**src/rtl/multicycle_alu.sv**
```systemverilog
// multicycle_alu: ALU whose shifts run iteratively, one bit per cycle.
// Define MULTICYCLE_ALU_BARREL_SHIFT_EN for single-cycle barrel shifts.
module multicycle_alu #(
  parameter int DATA_WIDTH = 32
) (
  input  logic                  clk,
  input  logic                  reset,
  input  logic                  in_valid,
  output logic                  in_ready,
  input  logic [3:0]            alu_op,
  input  logic [DATA_WIDTH-1:0] alu_in_1,
  input  logic [DATA_WIDTH-1:0] alu_in_2,
  output logic                  out_valid,
  input  logic                  out_ready,
  output logic [DATA_WIDTH-1:0] alu_result,
  output logic                  alu_bcond
);

  localparam int SW = $clog2(DATA_WIDTH);

  localparam logic [3:0] FUNC_ADD = 4'b0000;
  localparam logic [3:0] FUNC_SUB = 4'b1000;
  localparam logic [3:0] FUNC_LLS = 4'b0001;
  localparam logic [3:0] FUNC_XOR = 4'b0100;
  localparam logic [3:0] FUNC_LRS = 4'b0101;
  localparam logic [3:0] FUNC_ARS = 4'b1101;
  localparam logic [3:0] FUNC_OR  = 4'b0110;
  localparam logic [3:0] FUNC_AND = 4'b0111;
  localparam logic [3:0] FUNC_BEQ = 4'b0010;
  localparam logic [3:0] FUNC_BNE = 4'b0011;
  localparam logic [3:0] FUNC_BLT = 4'b1010;
  localparam logic [3:0] FUNC_BGE = 4'b1011;

  typedef enum logic [1:0] {
    IDLE,
    SHIFT,
    DONE
  } state_t;

  state_t state, state_nx;

  logic [DATA_WIDTH-1:0] res_q, res_nx;
  logic                  bcond_q, bcond_nx;
  logic [SW-1:0]         cnt_q;
  logic [3:0]            op_q;
  logic                  sign_q;
  logic [SW-1:0]         shamt;
  logic                  is_shift;
  logic                  go_shift;
  logic                  accept;

  assign shamt  = alu_in_2[SW-1:0];
  assign accept = in_valid && in_ready;
  assign is_shift = (alu_op == FUNC_LLS) ||
                    (alu_op == FUNC_LRS) ||
                    (alu_op == FUNC_ARS);
`ifdef MULTICYCLE_ALU_BARREL_SHIFT_EN
  assign go_shift = 1'b0;
`else
  assign go_shift = is_shift && (shamt != '0);
`endif

  // Result captured at accept; for iterative shifts this seeds the work reg.
  always_comb begin
    res_nx   = '0;
    bcond_nx = 1'b0;
    case (alu_op)
      FUNC_ADD: res_nx = alu_in_1 + alu_in_2;
      FUNC_SUB: res_nx = alu_in_1 - alu_in_2;
      FUNC_XOR: res_nx = alu_in_1 ^ alu_in_2;
      FUNC_OR:  res_nx = alu_in_1 | alu_in_2;
      FUNC_AND: res_nx = alu_in_1 & alu_in_2;
      FUNC_BEQ: bcond_nx = (alu_in_1 == alu_in_2);
      FUNC_BNE: bcond_nx = (alu_in_1 != alu_in_2);
      FUNC_BLT: bcond_nx = ($signed(alu_in_1) < $signed(alu_in_2));
      FUNC_BGE: bcond_nx = ($signed(alu_in_1) >= $signed(alu_in_2));
`ifdef MULTICYCLE_ALU_BARREL_SHIFT_EN
      FUNC_LLS: res_nx = alu_in_1 << shamt;
      FUNC_LRS: res_nx = alu_in_1 >> shamt;
      FUNC_ARS: res_nx = $signed(alu_in_1) >>> shamt;
`else
      FUNC_LLS: res_nx = alu_in_1;
      FUNC_LRS: res_nx = alu_in_1;
      FUNC_ARS: res_nx = alu_in_1;
`endif
      default: begin
        res_nx   = '0;
        bcond_nx = 1'b0;
      end
    endcase
  end

  // State register.
  always_ff @(posedge clk or negedge reset) begin
    if (!reset) state <= IDLE;
    else        state <= state_nx;
  end

  // Next state and handshake outputs.
  always_comb begin
    state_nx  = state;
    in_ready  = 1'b0;
    out_valid = 1'b0;
    case (state)
      IDLE: begin
        in_ready = 1'b1;
        if (in_valid) state_nx = go_shift ? SHIFT : DONE;
      end
      SHIFT: begin
        if (cnt_q == SW'(1)) state_nx = DONE;
      end
      DONE: begin
        out_valid = 1'b1;
        if (out_ready) state_nx = IDLE;
      end
      default: state_nx = IDLE;
    endcase
  end

  // Datapath: latch on accept, then shift one bit per SHIFT cycle.
  always_ff @(posedge clk or negedge reset) begin
    if (!reset) begin
      res_q   <= '0;
      bcond_q <= 1'b0;
      cnt_q   <= '0;
      op_q    <= '0;
      sign_q  <= 1'b0;
    end else if (accept) begin
      res_q   <= res_nx;
      bcond_q <= bcond_nx;
      op_q    <= alu_op;
      sign_q  <= alu_in_1[DATA_WIDTH-1];
      cnt_q   <= go_shift ? shamt : '0;
    end else if (state == SHIFT) begin
      cnt_q <= cnt_q - SW'(1);
      case (op_q)
        FUNC_LLS: res_q <= {res_q[DATA_WIDTH-2:0], 1'b0};
        FUNC_LRS: res_q <= {1'b0, res_q[DATA_WIDTH-1:1]};
        FUNC_ARS: res_q <= {sign_q, res_q[DATA_WIDTH-1:1]};
        default:  res_q <= res_q;
      endcase
    end
  end

  assign alu_result = res_q;
  assign alu_bcond  = bcond_q;

endmodule

```
**config.mk**
```make
export PLATFORM = sky130hd
export DESIGN_NAME = multicycle_alu
export DESIGN_NICKNAME = d
export VERILOG_FILES = /design/src/rtl/multicycle_alu.sv
export SDC_FILE = /design/constraint.sdc
export NUM_CORES = 1
export LEC_CHECK = 0
export CAP_MARGIN = 25
export CORE_ASPECT_RATIO = 1.1
export CORE_MARGIN = 2
export CORE_UTILIZATION = 55
export DETAILED_ROUTE_END_ITERATION = 7
export MAX_ROUTING_LAYER = met4
export PLACE_DENSITY = 0.85
export REMOVE_ABC_BUFFERS = 1
export SLEW_MARGIN = 20
export SYNTH_ARGS = -nofsm -noshare
export SYNTH_HDL_FRONTEND = slang
export SYNTH_SLANG_ARGS = --single-unit
```
**constraint.sdc**
```tcl
create_clock -name clk -period 2.5 [get_ports clk]
set_clock_uncertainty 0.05 [all_clocks]
set_input_delay 0.25 -clock clk [delete_from_list [all_inputs] [get_ports clk]]
set_output_delay 0.25 -clock clk [all_outputs]
set_load 0.1 [all_outputs]
```
==> metrics.cfg, run 1 <==
[status]
run_status = stopped before the end
failed_stage = global routing
error = [ERROR GRT-0232] Routing congestion too high. Check the congestion heatmap in the GUI.

[floorplan]
num_rows = 45
die_x_microns = 117.3
io_pins = 107
initial_core_util_pct = 56.31
die_y_microns = 128.6

[cts]
htreeDepth = 2
clock-sinks = 45
root_buffer = clkbuf_16
clock_path_buffers = 2
cts_buffers = 5

[synthesis]
synth_area_leaders = ha_1 (18%), dfrtp_1 (14%), a21oi_1 (5.8%), nand2_1 (5.5%), inv_1 (5.0%)
yosysWarnings = 0
yosys.area.top_type = ha_1
async_reset_ff_share_pct = 100.0
synth.avg_cell_area_sq_um = 7.146
synthDistinctLibCells = 78
synth_edf_count = 0
synth_cells = 1087
yosysSeqAreaShare_pct = 14.50
ys_ff_latch = 45
yosys.area.top_type_share_pct = 17.72
synth_area_sq_um = 7767
synth-main-ff-cell = dfrtp_1

[placed_design]
routabilityCongestion = 1.066
port_buffers = 106
dp_hpwl_mm = 23.27

[sta]
worstEndpointType = register data pin
crit_endpoint = alu_result[28]$_DFFE_PN0P_/D

[grt]
grt_start_max_net_pins = 25
grt_overflow = 453
grt_use_total_pct = 91.77

-- stage by stage --
step / cells / utilization [%] / TNS, ns / setup WS [ns] / area [sq um]
after floorplan: 1012 / - / -41.68 / -1.316 / 7392
after global placement: 1613 / 79.57 / -23.56 / -1.229 / 10980
after detailed placement: 1613 / 79.57 / -26.01 / -1.353 / 10980
after CTS: 1658 / 88.43 / -2.894 / -0.3421 / 12200
-- cells by family after synthesis --
kind of cell	count (synthesis)	synth area share [%]
AOI/OAI and AO/OA	380	33.44
xor gates and xnor gates	30	3.383
adders and majority gates	112	18.23
buffers and inverters	178	9.810
DFF	45	14.50
muxes	8	1.047
and+or+nand+nor	334	19.59
-- metal layers --
layer / track usage [%] / overflow
met1: 85.18 / 9
met2: 107.6 / 277
met3: 75.93 / 7
met4: 101.6 / 160
met5: - / -
-- timing repair --
| action | in CTS |
|---|---|
| resized for setup | 275 |
| endpoints found under the hold margin | 15 |
| endpoints found under the setup margin | 27 |
| pin swaps | 107 |
| hold buffers | 1 |
| setup buffers | 39 |
| cloned | 0 |
-- synth_stat cells (9+ instances only) --
master / n
nor3_1: 22
nor4_1: 10
a221oi_1: 11
o22a_1: 10
clkbuf_1: 51
xnor2_1: 23
o21bai_1: 9
nand3_1: 25
ha_1: 110
dfrtp_1: 45
a222oi_1: 15
nand2_1: 113
o21ai_0: 71
inv_1: 103
a31oi_1: 46
a21o_1: 13
nor2b_1: 13
nor2_1: 103
a211oi_1: 19
a21oi_1: 90
a22oi_1: 13
o22ai_1: 14
==> run 2: changes to the inputs <==
--- a/config.mk
+++ b/config.mk
@@ -6,12 +6,10 @@
 export NUM_CORES = 1
 export LEC_CHECK = 0
 export CAP_MARGIN = 25
-export CORE_ASPECT_RATIO = 1.1
 export CORE_MARGIN = 2
-export CORE_UTILIZATION = 55
+export CORE_UTILIZATION = 40
 export DETAILED_ROUTE_END_ITERATION = 7
-export MAX_ROUTING_LAYER = met4
-export PLACE_DENSITY = 0.85
+export PLACE_DENSITY_LB_ADDON = 0.15
 export REMOVE_ABC_BUFFERS = 1
 export SLEW_MARGIN = 20
 export SYNTH_ARGS = -nofsm -noshare
==> run 2 against run 1 <==
The flow now finishes, with violations (negative setup slack). Synthesized area unchanged. Synthesized cell count stayed put.
==> metrics.cfg, run 2 <==
[status]
run_status = finished, violations left
violations = negative setup slack

[cts]
cts_buffers = 5  ; unchanged
root_buffer = clkbuf_16
htreeDepth = 2  ; unchanged
clk_pin_slew_worst_paths_ns = 0.07
clock-sinks = 45  ; unchanged
insertion_delay_ns = 0.30
clock_path_buffers = 2  ; unchanged
cts_tree = built

[synthesis]
synth_edf_count = 0  ; unchanged
yosys-top-cells-count = nand2_1 (113), ha_1 (110), inv_1 (103), nor2_1 (103), a21oi_1 (90)
synth-main-ff-cell = dfrtp_1
async_reset_ff_share_pct = 100.0  ; unchanged
ys_ff_latch = 45  ; unchanged
synth_area_sq_um = 7767  ; unchanged
yosysMostFrequentCell = nand2_1
yosys.area.top_type = ha_1
yosysSeqAreaShare_pct = 14.50  ; unchanged
synth_cells = 1087  ; unchanged
yosysWarnings = 0  ; unchanged
yosys.area.top_type_share_pct = 17.72  ; unchanged
synth_area_leaders = ha_1 (18%), dfrtp_1 (14%), a21oi_1 (5.8%), nand2_1 (5.5%), inv_1 (5.0%)
synthDistinctLibCells = 78  ; unchanged
synth.avg_cell_area_sq_um = 7.146  ; unchanged

[setup_path]
worstSetupPathType = in2reg
cp-start-kind = primary input
crit_buf_inv = 2
worstPathArrival_ns = 3.10
cpMaxStageDelayCell = or4_1
cp_max_fo = 4
endpoint_kind = flip-flop
cpPeakStageDelay_ns = 0.52
required_ns = 2.67
path_delay_family = compound AO/OA/AOI/OAI gates
path_cells = buf_6 > ha_4 > inv_2 > fa_2 > and2b_4 > o21bai_4 > a31oi_4 > a221oi_2 > o31a_2 > a2111oi_4 > o41ai_4 > or4_1 > a31oi_1

[job]
cap_violations = 0

[hold_path]
hp-class = in2async

[cells_and_area]
layout_commonest_cell = buf_4
synthToLayoutAreaGrowth_pct = 72.47
fillers = 1514
final_net_count = 1714
finalCoreUtilization_pct = 70.91
layout_common_cells = buf_4 (399), nand2_1 (108), nor2_1 (91)
largest_register_ffs = 32
drive_gt1_share_pct = 47.09
seq_area_sq_um = 1126
multi_input_area_sq_um = 7228
n_antenna_cell = 0

[sta]
min_period_over_period_pct = 117.3
relSlewSlack_pct = 67.61
hold_ws_ns = 0.2709
max_clock_freq_mhz = 340.9
period_needed_ns = 2.933
slew_violations = 0
worst_slew_pin_slew_ns = 0.4791
grt_setup_unrepaired = true
finalSetupViolations = 18
fin_ws_ns = -0.4334
setup_tns_ns = -3.250
finalHoldViolations = 0

[drt]
final_antenna_net_count = 0
routed_wl_mm = 33.41
drtPass1Iterations = 6
drtIter0Drc = 1095
drcViolationCount = 0
viasPerCell = 5.725
avgRoutedWirePerCell_microns = 18.65
dr_total_vias = 10253

[floorplan]
die_y_microns = 143.4  ; +11%
initial_core_util_pct = 41.11  ; -15 points
num_rows = 50  ; +11%
io_pins = 107  ; unchanged
coreArea_sq_um = 18890
die_x_microns = 143.4  ; +22%
die-area_sq_um = 20550

[placed_design]
dp_slack_ns = -1.342  ; +0.01101 ns
routabilityCongestion = 0.9863  ; -7.5%
dp_hpwl_mm = 24.21  ; +4.1%
port_buffers = 106  ; unchanged

[grt]
grt_pass1_wl_mm = 51.05
antenna_found_initial = 0
grt_pass1_vias = 9754
grt_use_total_pct = 31.20
grt_overflow = 0
grt_start_max_net_pins = 25

[power]
p_total_uw = 8752
peakVddDrop_uv = 710.7
power_density_nw_per_um2 = 653.3
p_int_uw = 3802
seqPwrFrac_pct = 17.5
swShare_pct = 56.56
p_sw_uw = 4951
p_clk_share_pct = 9.3
combPwrFrac_pct = 73.1
p_leak_uw = 0.006110

==> run 2: cell counts after synthesis <==
Identical to the previous run, type by type.
==> run 2: layer usage <==
layer | GRT usage [%] | wire, microns | vias up
met5 | 0 | 0 | -
met4 | 8.566 | 1003 | 0
met3 | 3.066 | 2455 | 90
met2 | 50.74 | 15240 | 508
met1 | 44.10 | 14710 | 4849
li1 | - | - | 4806
==> run 2: worst reg2reg max path: stages (launching register included) <==
cell and delay [ns]:
dfrtp_1 0.42, nor2_1 0.18, and2_1 0.46, buf_4 0.27, a31oi_1 0.11, a211oi_1 0.42, a21oi_2 0.09
==> run 2: power by group through the flow <==
stage / clock network [uW] / logic (uW) / registers, uW
global route: 858 / 6730 / 1570
detailed placement: 0 / 5720 / 1510
global placement: 0 / 5680 / 1530
finish: 817 / 6400 / 1530
CTS: 824 / 6160 / 1510
floorplan: 0 / 1970 / 3170
==> run 2: final timing paths <==
| kind | from | endpoint | slack [ns] | cells past startpoint |
|---|---|---|---|---|
| setup / recovery | alu_in_1[0] | alu_result[30] | -0.43 | 13 |
| min in group clk | alu_in_2[2] | cnt_q[2] | 0.31 | 4 |
| setup reg to reg | state[1] | alu_result[18] | 0.37 | 6 |
| hold reg to reg | op_q[1] | op_q[1] | 0.44 | 2 |
| hold / removal | reset | sign_q | 0.27 | 2 |
| max in group asynchronous | reset | alu_result[19] | 1.52 | 3 |
==> run 2: cell type report <==
type	instances	area share (%)
multi-input cells	864	53.96
inverters	103	2.942
clock inverters	1	0.2242
repair buffers	511	30.98
flip-flops and latches	45	8.406
clock buffers	7	1.065
well taps	260	2.428
==> run 2: stage by stage <==
| stage | instance area, sq um | cells |
|---|---|---|
| after global routing | 13400 | 1791 |
| after global placement | 11410 | 1727 |
| after CTS | 13040 | 1773 |
| after detailed placement | 11410 | 1727 |
| final | 13400 | 1791 |
| after floorplan | 7392 | 1012 |
==> run 2: what timing repair did <==
action	in CTS	in global routing
endpoints found under the hold margin	5	0
gates cloned	0	0
pin swaps	134	82
hold buffers	1	0
setup buffers	44	19
endpoints found under the setup margin	28	24
resized for setup	381	88
==> run 2: cell families after synthesis <==
logic type / share of synthesized area [%]
xor+xnor: 3.383
fa+ha+maj: 18.23
mux: 1.047
buf+inv: 9.810
flops: 14.50
compound gates: 33.44
simple gates: 19.59
(Power assumes the default switching activity.)
==> run 3: changes to the inputs <==
--- a/config.mk
+++ b/config.mk
@@ -5,7 +5,6 @@
 export SDC_FILE = /design/constraint.sdc
 export NUM_CORES = 1
 export LEC_CHECK = 0
-export CAP_MARGIN = 25
 export CORE_MARGIN = 2
 export CORE_UTILIZATION = 40
 export DETAILED_ROUTE_END_ITERATION = 7
==> constraint.sdc (replaced) <==
create_clock -name clk -period 2.5 [get_ports clk]
set_clock_uncertainty 0.05 [all_clocks]
set_input_delay 0.5 -clock clk [delete_from_list [all_inputs] [get_ports clk]]
set_output_delay 0.5 -clock clk [all_outputs]
set_load 0.1 [all_outputs]
==> run 3 against run 2 <==
The run still ends with negative setup slack left. Hold slack lost 0.18 ns. Critical path depth stayed put. First-iteration DRC count shrank 4.8%. Sequential cell count unchanged. Die area did not move. Global-route usage up 0.93 points. Total power increased by 0.28%. Highest routed layer unchanged. Core utilization increased by 0.74 points. Via count increased by 1.1%. Final cell count grew 1.3%. Wire length grew 2.4%.
==> metrics.cfg, run 3 (same netlist as run 2, synthesis figures left out) <==
[sta]
slew_violations = 0  ; unchanged
worst_slew_pin_slew_ns = 0.4839  ; +0.004766 ns
period_needed_ns = 3.171  ; +0.2377 ns
relSlewSlack_pct = 67.63  ; about the same
grt_setup_unrepaired = true
finalHoldViolations = 0  ; unchanged
max_clock_freq_mhz = 315.3  ; -7.5%
finalSetupViolations = 24  ; +6
fin_ws_ns = -0.6712  ; -0.2377 ns
min_period_over_period_pct = 126.8  ; +9.5 points

[setup_path]
endpoint_kind = flip-flop
ff2ff_setup_slack_ns = 0.38  ; about the same
cp_max_fo = 4  ; unchanged
worstPathArrival_ns = 3.34  ; +0.24 ns
worstSetupPathType = in2reg
required_ns = 2.67  ; about the same
r2r_end = alu_result[10]
ff2ff_path_depth = 8  ; +2
cp-start-kind = primary input
crit-reg2reg-launch = state[0]

[placed_design]
routabilityCongestion = 0.9750  ; -1.1%
dp_slack_ns = -1.557  ; -0.2145 ns
dp_hpwl_mm = 24.34  ; +0.53%
port_buffers = 106  ; unchanged

[floorplan]
die_x_microns = 143.4  ; unchanged
coreArea_sq_um = 18890  ; unchanged
io_pins = 107  ; unchanged
initial_core_util_pct = 41.11  ; unchanged
die_y_microns = 143.4  ; unchanged
die-area_sq_um = 20550  ; unchanged
num_rows = 50  ; unchanged

[power]
p_leak_uw = 0.006205  ; +1.6%
power_density_nw_per_um2 = 648.3  ; -0.76%
peakVddDrop_uv = 735.4  ; +3.5%
p_total_uw = 8776  ; +0.28%

[grt]
grt_start_max_net_pins = 33  ; +32%
grt_overflow = 0  ; unchanged
grt_pass1_vias = 10166  ; +4.2%
antenna_found_initial = 0  ; unchanged
grt_use_total_pct = 32.13  ; +0.93 points
grt_pass1_wl_mm = 52.76  ; +3.3%

[cells_and_area]
layout_commonest_cell = buf_4
largest_register_ffs = 32  ; unchanged
n_antenna_cell = 0  ; unchanged
synthToLayoutAreaGrowth_pct = 74.27
layout_common_cells = buf_4 (421), nand2_1 (105), nor2_1 (92)
drive_gt1_share_pct = 46.91  ; -0.18 points
final_net_count = 1737  ; +1.3%

[cts]
clk_pin_slew_worst_paths_ns = 0.08  ; about the same
clock_path_buffers = 2  ; unchanged
cts_tree = built
htreeDepth = 2  ; unchanged
insertion_delay_ns = 0.30  ; about the same
clock-sinks = 45  ; unchanged
cts_buffers = 5  ; unchanged
root_buffer = clkbuf_16

[drt]
viasPerCell = 5.717  ; -0.14%
avgRoutedWirePerCell_microns = 18.86  ; +1.1%
drtPass1Iterations = 7  ; +1
drtIter0Drc = 1042  ; -4.8%
dr_total_vias = 10370  ; +1.1%
drcViolationCount = 0  ; unchanged
final_antenna_net_count = 0  ; unchanged
routed_wl_mm = 34.21  ; +2.4%

[job]
cap_violations = 0  ; unchanged

[status]
violations = negative setup slack
run_status = finished, violations left

[hold_path]
hp-class = in2async

[run 3: changes by cell type in the layout (fill, tap and decap cells not counted), moves of 5 or more]
cell	previous run	this run
clkbuf_2	8	0
buf_6	33	39
dlygate4sd2_1	19	26
o21ai_1	7	14
ha_2	13	7
buf_4	399	421
o21ai_2	13	7
ha_1	64	71
a21oi_1	53	59
inv_2	48	43
inv_1	52	58
[run 3: worst max path at each step]
stage            startpoint              to  depth (start not counted)
2_1_floorplan     alu_op[2]  alu_result[25]                          7
3_3_place_gp   alu_in_1[10]  alu_result[30]                         13
3_5_place_dp   alu_in_1[10]  alu_result[30]                         13
4_1_cts         alu_in_2[0]  alu_result[30]                         13
5_1_grt         alu_in_2[0]  alu_result[30]                         13
6_report        alu_in_2[1]  alu_result[30]                         13
[run 3: critical path, cell delays in order]
cell	delay, ns
buf_8	0.08
inv_4	0.03
buf_4	0.15
fa_2	0.34
and2b_4	0.28
o21bai_4	0.08
a31oi_4	0.23
a221oi_2	0.10
o31a_2	0.34
a2111oi_4	0.38
o41ai_4	0.15
or4_1	0.52
a31oi_1	0.15
[run 3: power by group]
group          leakage, uW  internal [uW]  switching, uW
logic              0.00556           2250           4180
clock network    0.0000800            475            335
registers         0.000560           1070            466
[run 3: metrics by stage]
stage	utilization, %	hold slack [ns]	std cells	TNS (ns)	cell area [sq um]
after floorplan	-	0.1544	1012	-41.96	7392
after global placement	61.30	0.4085	1752	-33.08	11580
after detailed placement	61.30	0.4185	1752	-33.73	11580
after CTS	69.79	0.1064	1806	-7.250	13190
after global routing	71.65	0.1133	1814	-11.88	13540
final	71.65	0.09580	1814	-9.869	13540
[run 3: final cells by class]
class                   instances  area [sq um]
inverters                     103         394.1
repair buffers                534          4309
clock buffers                   5         125.1
fillers                      1477          5356
well taps                     260         325.3
multi-input cells             864          7211
clock inverters                 3         46.29
flip-flops and latches         45          1126
[run 3: what timing repair did]
item | CTS | global route
pin swaps | 140 | 73
hold buffers | 0 | 0
setup buffers | 52 | 12
resized for setup | 401 | 57
endpoints found under the setup margin | 29 | 27
cloned | 0 | 0
[run 3: metal layers]
layer	GRT usage (%)	part of all wire, %	up-vias
met2	51.73	45	508
met1	43.75	43	4883
met3	5.065	7.8	130
met5	0	0	-
li1	-	-	4849
met4	11.15	4.4	0
==> run 4: changes to the inputs <==
--- a/config.mk
+++ b/config.mk
@@ -6,7 +6,7 @@
 export NUM_CORES = 1
 export LEC_CHECK = 0
 export CORE_MARGIN = 2
-export CORE_UTILIZATION = 40
+export CORE_UTILIZATION = 58
 export DETAILED_ROUTE_END_ITERATION = 7
 export PLACE_DENSITY_LB_ADDON = 0.15
 export REMOVE_ABC_BUFFERS = 1
==> run 4 against run 3 <==
The run now fails in clock tree synthesis. Synthesized cell count unchanged. Synthesized area unchanged.
==> metrics.cfg, run 4 <==
[status]
failed_stage = clock tree synthesis
run_status = stopped before the end
error = [ERROR DPL-0033] detailed placement checks failed during check placement.

[synthesis]
synth_area_leaders = ha_1 (18%), dfrtp_1 (14%), a21oi_1 (5.8%), nand2_1 (5.5%), inv_1 (5.0%)
async_reset_ff_share_pct = 100.0  ; unchanged
synth.avg_cell_area_sq_um = 7.146  ; unchanged
yosys.area.top_type_share_pct = 17.72  ; unchanged
yosysWarnings = 0  ; unchanged
yosys-top-cells-count = nand2_1 (113), ha_1 (110), inv_1 (103), nor2_1 (103), a21oi_1 (90)
ys_ff_latch = 45  ; unchanged
synthDistinctLibCells = 78  ; unchanged
yosys.area.top_type = ha_1
synth_edf_count = 0  ; unchanged
synth_cells = 1087  ; unchanged
yosysMostFrequentCell = nand2_1
synth-main-ff-cell = dfrtp_1
synth_area_sq_um = 7767  ; unchanged
yosysSeqAreaShare_pct = 14.50  ; unchanged

[floorplan]
die_y_microns = 119.7  ; -16%
die_x_microns = 119.7  ; -16%
initial_core_util_pct = 59.12  ; +18 points
io_pins = 107  ; unchanged
num_rows = 42  ; -16%

[placed_design]
port_buffers = 106  ; unchanged
dp.cells = 1647  ; -6.0%
dp_hpwl_mm = 25.09  ; +3.1%
place_area_sq_um = 11310  ; -2.4%
routabilityCongestion = 1.012  ; +3.8%

[cts]
postCtsHoldBufs = 0  ; unchanged
clock_path_buffers = 2  ; unchanged
cts_setup_buffers = 48  ; -7.7%
clock-sinks = 45  ; unchanged
root_buffer = clkbuf_16
cts_resized = 376  ; -6.2%
cts_buffers = 5  ; unchanged
htreeDepth = 2  ; unchanged

-- run 4: cell counts after synthesis --
Identical to the previous run, type by type.
-- run 4: kinds of logic after synthesis --
family	count (synthesis)	share of synthesized area, %
buffers and inverters	178	9.810
flip-flops	45	14.50
AND/OR/NAND/NOR	334	19.59
AO/OA/AOI/OAI	380	33.44
XOR/XNOR	30	3.383
adder cells (fa/ha/maj)	112	18.23
multiplexers	8	1.047
-- run 4: stage by stage --
step / utilization (%) / hold WS, ns / setup WS (ns)
detailed placement: 86.07 / 0.4180 / -1.544
global placement: 86.07 / 0.4060 / -1.427
floorplan: - / 0.1544 / -1.332
